### config.mk
export PLATFORM = sky130hd
export DESIGN_NAME = segment_char_decoder
export DESIGN_NICKNAME = d
export VERILOG_FILES = /design/src/rtl/segment_char_decoder.sv
export SDC_FILE = /design/constraint.sdc
export NUM_CORES = 1
export LEC_CHECK = 0
export CAP_MARGIN = 15
export CORE_MARGIN = 3
export CORE_UTILIZATION = 52
export CTS_BUF_LIST = sky130_fd_sc_hd__clkbuf_16
export CTS_CLUSTER_SIZE = 14
export DETAILED_ROUTE_END_ITERATION = 16
export PLACE_DENSITY_LB_ADDON = 0.08
export SYNTH_ARGS = -nofsm -noshare
export SYNTH_HDL_FRONTEND = slang
export SYNTH_SLANG_ARGS = --single-unit
### constraint.sdc
create_clock -name i_Clk -period 2 [get_ports i_Clk]
set_clock_uncertainty 0.15 [all_clocks]
set_input_delay 0.2 -clock i_Clk [delete_from_list [all_inputs] [get_ports i_Clk]]
set_output_delay 0.2 -clock i_Clk [all_outputs]
set_load 0.02 [all_outputs]
### src/rtl/segment_char_decoder.sv
// rtl/segment_char_decoder.sv - seven-segment pattern to ASCII decoder with debounce and valid/ready output
//
// Purpose: samples seven active-low segment lines that are asynchronous to
// i_Clk, waits until the pattern has held for STABLE_CYCLES clocks, and reports
// each newly displayed pattern once as an ASCII character.
//
// Ports:
//   i_Clk                   clock, rising edge
//   i_Rst_L                 asynchronous active-low reset
//   i_segLED_A..i_segLED_G  segment lines, active-low, asynchronous
//   i_Ready                 consumer accepts o_Char when high with o_Valid
//   o_Char                  decoded ASCII character
//   o_Valid                 o_Char holds an unconsumed character
//   o_Unknown               pattern matched no table entry (qualified by o_Valid)
//   o_Overrun               one-cycle pulse: unconsumed character overwritten

module segment_char_decoder #(
  parameter int unsigned STABLE_CYCLES = 16
) (
  input  logic       i_Clk,
  input  logic       i_Rst_L,
  input  logic       i_segLED_A,
  input  logic       i_segLED_B,
  input  logic       i_segLED_C,
  input  logic       i_segLED_D,
  input  logic       i_segLED_E,
  input  logic       i_segLED_F,
  input  logic       i_segLED_G,
  input  logic       i_Ready,
  output logic [7:0] o_Char,
  output logic       o_Valid,
  output logic       o_Unknown,
  output logic       o_Overrun
);

  localparam logic [15:0] STABLE_MAX  = 16'(STABLE_CYCLES);
  localparam logic [15:0] STABLE_LAST = 16'(STABLE_CYCLES - 1);

  typedef enum logic [1:0] {
    SETTLE = 2'd0,
    DECODE = 2'd1,
    HOLD   = 2'd2
  } state_e;

  state_e      state_q, state_d;
  logic [6:0]  sync1_q, sync2_q;
  logic [15:0] cnt_q, cnt_d;
  logic [6:0]  last_p_q, last_p_d;
  logic [7:0]  char_q, char_d;
  logic        unknown_q, unknown_d;
  logic        valid_q, valid_d;
  logic        overrun_q, overrun_d;

  logic [6:0]  pat;
  logic        changed;
  logic        stable;
  logic        load;
  logic [8:0]  lut;

  // Returns {unknown, ascii}; pattern bits are {A,B,C,D,E,F,G}, active-high.
  function automatic logic [8:0] lookup(input logic [6:0] p);
    case (p)
      7'h7E:   lookup = {1'b0, 8'h30};
      7'h30:   lookup = {1'b0, 8'h31};
      7'h6D:   lookup = {1'b0, 8'h32};
      7'h79:   lookup = {1'b0, 8'h33};
      7'h33:   lookup = {1'b0, 8'h34};
      7'h5B:   lookup = {1'b0, 8'h35};
      7'h5F:   lookup = {1'b0, 8'h36};
      7'h70:   lookup = {1'b0, 8'h37};
      7'h7F:   lookup = {1'b0, 8'h38};
      7'h7B:   lookup = {1'b0, 8'h39};
      7'h77:   lookup = {1'b0, 8'h41};
      7'h1F:   lookup = {1'b0, 8'h62};
      7'h4E:   lookup = {1'b0, 8'h43};
      7'h3D:   lookup = {1'b0, 8'h64};
      7'h4F:   lookup = {1'b0, 8'h45};
      7'h47:   lookup = {1'b0, 8'h46};
      7'h00:   lookup = {1'b0, 8'h20};
      default: lookup = {1'b1, 8'h3F};
    endcase
  endfunction

  // Synchronizer resets to all-ones so an undriven display reads as blank.
  always_ff @(posedge i_Clk or negedge i_Rst_L) begin
    if (!i_Rst_L) begin
      sync1_q <= 7'h7F;
      sync2_q <= 7'h7F;
    end else begin
      sync1_q <= {i_segLED_A, i_segLED_B, i_segLED_C, i_segLED_D,
                  i_segLED_E, i_segLED_F, i_segLED_G};
      sync2_q <= sync1_q;
    end
  end

  assign pat = ~sync2_q;
  // Change is detected between the two synchronizer stages, i.e. against the
  // value P takes next cycle; this saves a register stage and sets the
  // change-to-valid latency at 3+STABLE_CYCLES edges.
  assign changed = (sync1_q != sync2_q);
  assign stable  = !changed && (cnt_q == STABLE_LAST);
  assign load    = (state_q == DECODE);
  assign lut     = lookup(pat);

  always_comb begin
    state_d   = state_q;
    cnt_d     = cnt_q;
    last_p_d  = last_p_q;
    char_d    = char_q;
    unknown_d = unknown_q;
    valid_d   = valid_q;
    overrun_d = 1'b0;

    if (changed) begin
      cnt_d = '0;
    end else if (cnt_q != STABLE_MAX) begin
      cnt_d = cnt_q + 16'd1;
    end

    case (state_q)
      SETTLE: begin
        if (stable) begin
          state_d = (pat != last_p_q) ? DECODE : HOLD;
        end
      end
      DECODE: begin
        // A change arriving during the decode cycle must not be lost in HOLD.
        state_d = changed ? SETTLE : HOLD;
      end
      HOLD: begin
        if (changed) begin
          state_d = SETTLE;
        end
      end
      default: state_d = SETTLE;
    endcase

    if (valid_q && i_Ready) begin
      valid_d = 1'b0;
    end
    if (load) begin
      char_d    = lut[7:0];
      unknown_d = lut[8];
      last_p_d  = pat;
      valid_d   = 1'b1;
      overrun_d = valid_q && !i_Ready;
    end
  end

  always_ff @(posedge i_Clk or negedge i_Rst_L) begin
    if (!i_Rst_L) begin
      state_q   <= SETTLE;
      cnt_q     <= '0;
      last_p_q  <= 7'h00;
      char_q    <= 8'h20;
      unknown_q <= 1'b0;
      valid_q   <= 1'b0;
      overrun_q <= 1'b0;
    end else begin
      state_q   <= state_d;
      cnt_q     <= cnt_d;
      last_p_q  <= last_p_d;
      char_q    <= char_d;
      unknown_q <= unknown_d;
      valid_q   <= valid_d;
      overrun_q <= overrun_d;
    end
  end

  assign o_Char    = char_q;
  assign o_Valid   = valid_q;
  assign o_Unknown = unknown_q;
  assign o_Overrun = overrun_q;

endmodule

==> Word-level counts from Yosys, hierarchy flattened <==
Cells that the tools add are included.
{ "op_classes": {"n_bitwise": 1, "n_eq_ne": 24, "n_reduce_logical": 10, "addsub": 1, "mux": 11} }
{ "op_table": {"columns": ["operator", "n"], "rows": [
  ["$pmux 9 s17", 1],
  ["$eq 7x7->1 const B", 12],
  ["$mux 16", 2],
  ["$eq 7x6->1 const B", 3],
  ["$add 16x1->16 const B", 1],
  ["$eq 16x4->1 const B", 1],
  ["$ne 16x5->1 const B", 1],
  ["$ne 7x7->1", 2],
  ["$mux 2", 4],
  ["$eq 7x5->1 const B", 1],
  ["$logic_not 7->1", 1],
  ["$not 7->7", 1],
  ["$pmux 2 s3", 1],
  ["$ne 2x2->1 const B", 2],
  ["$reduce_bool 2->1", 2],
  ["$logic_and 1x1->1", 3],
  ["$mux 1", 3],
  ["$eq 2x1->1 const B", 1],
  ["$eq 2x2->1 const B", 1],
  ["$logic_not 1->1", 2],
  ["$logic_not 2->1", 1],
  ["$reduce_and 2->1", 1]
]} }
{ "word_totals": {"output_inout_bits": 11, "inputBits": 10, "word_cells": 56, "regBits": 50} }

==> Logic depth before layout (Yosys ltp) <==
Gate-level depths: netlist of run 1.
{ "logic_depth": {"word_depth": 5, "mapped_depth": 7, "ltp_nobuf": 6} }

==> Least setup slack after synthesis of run 1 <==
No wires, ideal clock.
{ "synth_timing": {"path_kind": "flip-flop to flip-flop", "start": "register sync2_q[2]", "end": "register state_q[0]", "arrival_time_ns": 1.663, "path_stages_with_launch": 7, "setup_slack_ns": 0.107, "setup_ns": 0.080, "required_time_ns": 1.770, "synth_period_minus_slack_ns": 1.893, "n_path_buf": 1, "path_cell_list": "dfstp_2 buf_4 xor2_1 nor4_4 nand4_4 or3_1 nor3_2"} }
{ "synth_via": {"elab_chain_len": 5, "word_cells_on_any_way": 11, "cone_classes": "eq/ne: 4; mux: 3; bitwise: 1; reduce/logical: 3"} }
{ "synth_lines": {"columns": ["item", "line_no", "text"], "rows": [
  ["start: declaration", "46", "logic [6:0] sync1_q, sync2_q;"],
  ["start signal: assignment", "92", "sync2_q <= sync1_q;"],
  ["$not 7->7 or $ne 7x7->1 (tied branches)", "96, 100", null],
  ["$ne 7x7->1 or $logic_not 1->1 (tied branches)", "123, 101", null],
  ["$mux 2 or $logic_and 1x1->1 (tied branches)", "123, 101", null],
  ["$mux 2 or $ne 2x2->1 (tied branches)", null, null],
  ["$pmux 2 s3 or $reduce_and 2->1 (tied branches)", null, null],
  ["end signal: assignment", "160", "state_q <= state_d;"],
  ["end: declaration", "45", "state_e state_q, state_d;"]
]} }
Parallel ways exist; a longest one is shown, timed or not. The select of a mux whose other input is x is not followed.
A chain may end at the register's enable or synchronous reset.

==> Final worst setup path of run 1 <==
{ "layout_timing": {"start": "register sync2_q[5]", "end": "register char_q[0], in the netlist o_Char[0]"} }
{ "layout_via": {"elab_chain_len": 3, "word_cells_on_any_way": 19, "cone_classes": "eq/ne: 16; mux: 1; bitwise: 1; reduce/logical: 1"} }
{ "layout_lines": {"columns": ["item", "line_no", "text"], "rows": [
  ["$not 7->7 *", "96", "assign pat = ~sync2_q;"],
  ["$eq 7x7->1, or another cell as far along", "62", "case (p)"],
  ["$pmux 9 s17 *", "62", null],
  ["end signal: assignment", "163", "char_q <= char_d;"],
  ["end: declaration", "49", "logic [7:0] char_q, char_d;"]
]} }
Every way passes the cells marked *; elsewhere a longest branch is shown, timed or not.

==> run_results.csv, run 1 <==
group,metric,value,unit
status,violations,"setup timing",
routing,wl,5140,µm
layout,drive_above_1_share,23.4,%
synth,syn_area,0.00251,mm²
routing,routed.top_layer,"met4",
routing,wl_per_cell,15.0,µm
synth,postSynth.asyncResetShare,100,%
synth,synth-xor-area-share,10.5,%
routing,route.met2.wl,2380,µm
die,die_h,75.5,µm
min_path,min_delay_path_depth,1,
layout,layout.nets,302,
setup_path,timing.rr.start,"sync2_q[5]",
synth,synth_cell_types,52,
timing,fin_crit_sh,100,%
power_and_ir_drop,pwr-share-seq,51.3,%
routing,met3WireLength,290,µm
global_routing,overflow,0,
layout,seqCellArea,0.00125,mm²
synth,synth-edff-count,0,
power_and_ir_drop,internal_power,0.00156,W
routing,antenna_left,0,
global_routing,grt_max_degree,31,
synth,ys_seq_area_share,49.6,%
setup_path,critPathTopFamily,"simple AND/OR/NAND/NOR gates",
setup_path,worst-path-max-fanout,6,
status,outcome,"complete, but fails checks",
timing,fin_crit,2.00,ns
synth,synth.most_common_cell,"dfrtp_1",
place,dp.final_hpwl,3230,µm
power_and_ir_drop,p_sw,0.000478,W
layout,multiInputGateArea,0.00120,mm²
routing,vias,1916,
synth,synth_top_family_by_area,"simple AND/OR/NAND/NOR gates",
timing,finalHoldViolCount,0,
power_and_ir_drop,clkPwrFrac,40.4,%
setup_path,worstPathCellList,"buf_6 -> buf_6 -> or4_4 -> o32ai_2 -> nor2_1 -> nand4b_1 -> o21ai_1",
setup_path,path_class,"reg2reg",
setup_path,worstSetupEndpointType,"flip-flop",
job,maxCapViolations,0,
global_routing,antenna_found_initial,0,
timing,drv_slew,0,
power_and_ir_drop,power_switching_share,23.5,%
cts,htreeDepth,2,
die,die_area,0.00569,mm²
power_and_ir_drop,combPwrFrac,8.3,%
setup_path,path_common_cell,"buf_6",
power_and_ir_drop,p_per_area,652,mW/mm²
min_path,min_from,"i_segLED_A",
die,num_io_pins,21,
synth,synth-compound-area-share,9.38,%
cts,clock_path_buffers,2,
layout,post-route-util,69.3,%
power_and_ir_drop,total_power,0.00204,W
die,die_w,75.5,µm
cts,clockRootBuffer,"clkbuf_16",
synth,postSynthCellCount,251,
timing,fin_setup_tns,-0.000373,ns
setup_path,crit_start,"sync2_q[5]",
synth,yosys_warnings,0,
setup_path,max_stage_delay,0.44,ns
power_and_ir_drop,irDropWorstVdd,0.000578,V
synth,synth.area.mux_share,0.399,%
synth,synthAdderAreaFrac,0.998,%
synth,ys.flop_type,"dfrtp_1",
setup_path,crit_cells,7,
power_and_ir_drop,p_leak,1.30,nW
layout,num_antenna_cells,0,
global_routing,grt_pass1_vias,1721,
synth,synthTopCellsByCount,"34 x dfrtp_1, 28 x nor2_1, 22 x nand2_1",
cts,cts_tree,"built",
synth,synth_nets,263,
setup_path,slowest_stage,"or4_4",
die,core_area,0.00450,mm²
routing,met1Wirelength,2370,µm
timing,layout_setup_ws,-0.000373,ns
setup_path,start_kind,"flip-flop",
min_path,hold_class,"in2reg",
cts,cts_sinks,49,
synth,ys_seq_elements,49,
routing,drtIter0Drc,155,
synth,yosys.area_share.simple,24.4,%
timing,fmax,0.500,GHz
global_routing,grt_usage,18.8,%
cts,clk_latency,0.29,ns
cts,clk_pin_slew,0.06,ns
routing,drtPass1Iterations,4,
routing,drcViolationCount,0,
timing,rsz0062_at_grt,"yes",
global_routing,grt_pass1_wl,8050,µm
setup_path,worstRegToRegCells,7,
die,fp-row-count,24,
synth,synth_area_leaders,"dfrtp_1 34%, dfstp_2 16%, xor2_1 5.6%, xnor2_1 4.9%, nor2_1 4.2%",
place,gp_congestion,0.867,
timing,setup_viol,1,
setup_path,path_buf_inv,2,
routing,routed_via_density,5.59,
synth,synth_top_area_share,33.9,%
setup_path,worstPathRequired,2.01,ns
place,port_buffers,19,
synth,synth_largest_area_cell,"dfrtp_1",
setup_path,worst-endpoint-arrival,2.02,ns
cts,cts_made_buffers,5,
synth,avgSynthCellArea,9.99,µm²
place,place_ws,0.00964,ns
layout,n_fill_cell,345,
die,initial_core_util,55.7,%
layout,syn_to_final_growth,24.4,%
[registers in the layout, summed over array words and instances (netlist names)]
register and count:
cnt_q 16, last_p_q 7, o_Char 7, sync1_q 7, sync2_q 7, state_q 2, o_Overrun 1, o_Unknown 1
o_Valid 1
[power groups by stage]
| stage | Combinational, W | Clock [W] | Sequential [W] |
|---|---|---|---|
| after CTS | 0.000141 | 0.000826 | 0.00105 |
| after detailed placement | 0.000138 | 0 | 0.00107 |
| after global routing | 0.000185 | 0.000879 | 0.00105 |
| final | 0.000169 | 0.000821 | 0.00104 |
| after global placement | 0.000138 | 0 | 0.00106 |
| after floorplan | 0.0000997 | 0 | 0.00104 |
[kinds of logic (layout without fill, tap and decap cells)]
logic type               after synthesis  after routing
XOR/XNOR                              30             30
multiplexers                           1              1
adder cells (fa/ha/maj)                2              2
other                                  1              1
flip-flops                            49             49
buffers and inverters                 23             63
AND/OR/NAND/NOR                      108            108
AO/OA/AOI/OAI                         37             37
[per-layer routing]
layer  GRT usage (%)  vias up
li1                -      946
met1            25.4      891
met2            29.6       68
met3            4.75       11
met4            6.60        0
met5               0        -
[what timing repair did]
item,in CTS,in global routing
hold endpoints to repair,6,0
setup buffers,0,12
hold buffers,1,0
resized for setup,1,15
endpoints found under the setup margin,1,12
pin swaps,1,7
[placed cells by master (no fill, tap or decap), drive strengths merged, types with 4 or more instances in the layout]
master         instances
a21oi                  8
xnor2                 14
and3                   4
nand3                  6
inv                    5
nand2                 22
o21ai                 14
clkdlybuf4s50         18
dfstp                 15
nand4                  6
xor2                  16
or4                    4
or3b                   4
nor2                  28
dfrtp                 34
nand3b                 4
nor3                   8
buf                   31
nor4                   6
clkbuf                 6
[path summary, 6_finish.rpt]
kind	to	slack, ns
worst max register to register	o_Char[0]	-0.0004
min in group asynchronous	o_Char[2]	0.24
worst max-delay path	o_Char[0]	-0.0004
max in group asynchronous	sync1_q[1]	0.88
worst min register to register	sync2_q[0]	0.22
worst min-delay path	sync1_q[6]	0.16
[through the flow]
step	hold WS [ns]	std cells	area, µm²
after floorplan	-0.246	251	2510
after global placement	0.0356	322	2810
after detailed placement	0.0370	322	2810
after CTS	0.157	331	2970
after global routing	0.157	343	3120
final	0.158	343	3120
[cell type report]
| type | instances | area share [%] |
|---|---|---|
| clock buffer | 5 | 4.01 |
| clock inverter | 3 | 0.481 |
| inverter | 4 | 0.481 |
| multi-input combinational | 179 | 38.6 |
| sequential | 49 | 40.0 |
| tap | 52 | 2.08 |
| timing repair buffer | 51 | 14.4 |
No activity file was read; power rests on OpenSTA's default activity.
==> run 2, diff against run 1 <==
--- a/config.mk
+++ b/config.mk
@@ -11,6 +11,7 @@
 export CTS_BUF_LIST = sky130_fd_sc_hd__clkbuf_16
 export CTS_CLUSTER_SIZE = 14
 export DETAILED_ROUTE_END_ITERATION = 16
+export GPL_ROUTABILITY_DRIVEN = 0
 export PLACE_DENSITY_LB_ADDON = 0.08
 export SYNTH_ARGS = -nofsm -noshare
 export SYNTH_HDL_FRONTEND = slang
==> results of run 2 <==
No change in the layout: final DEF, timing and power equal those of run 1.
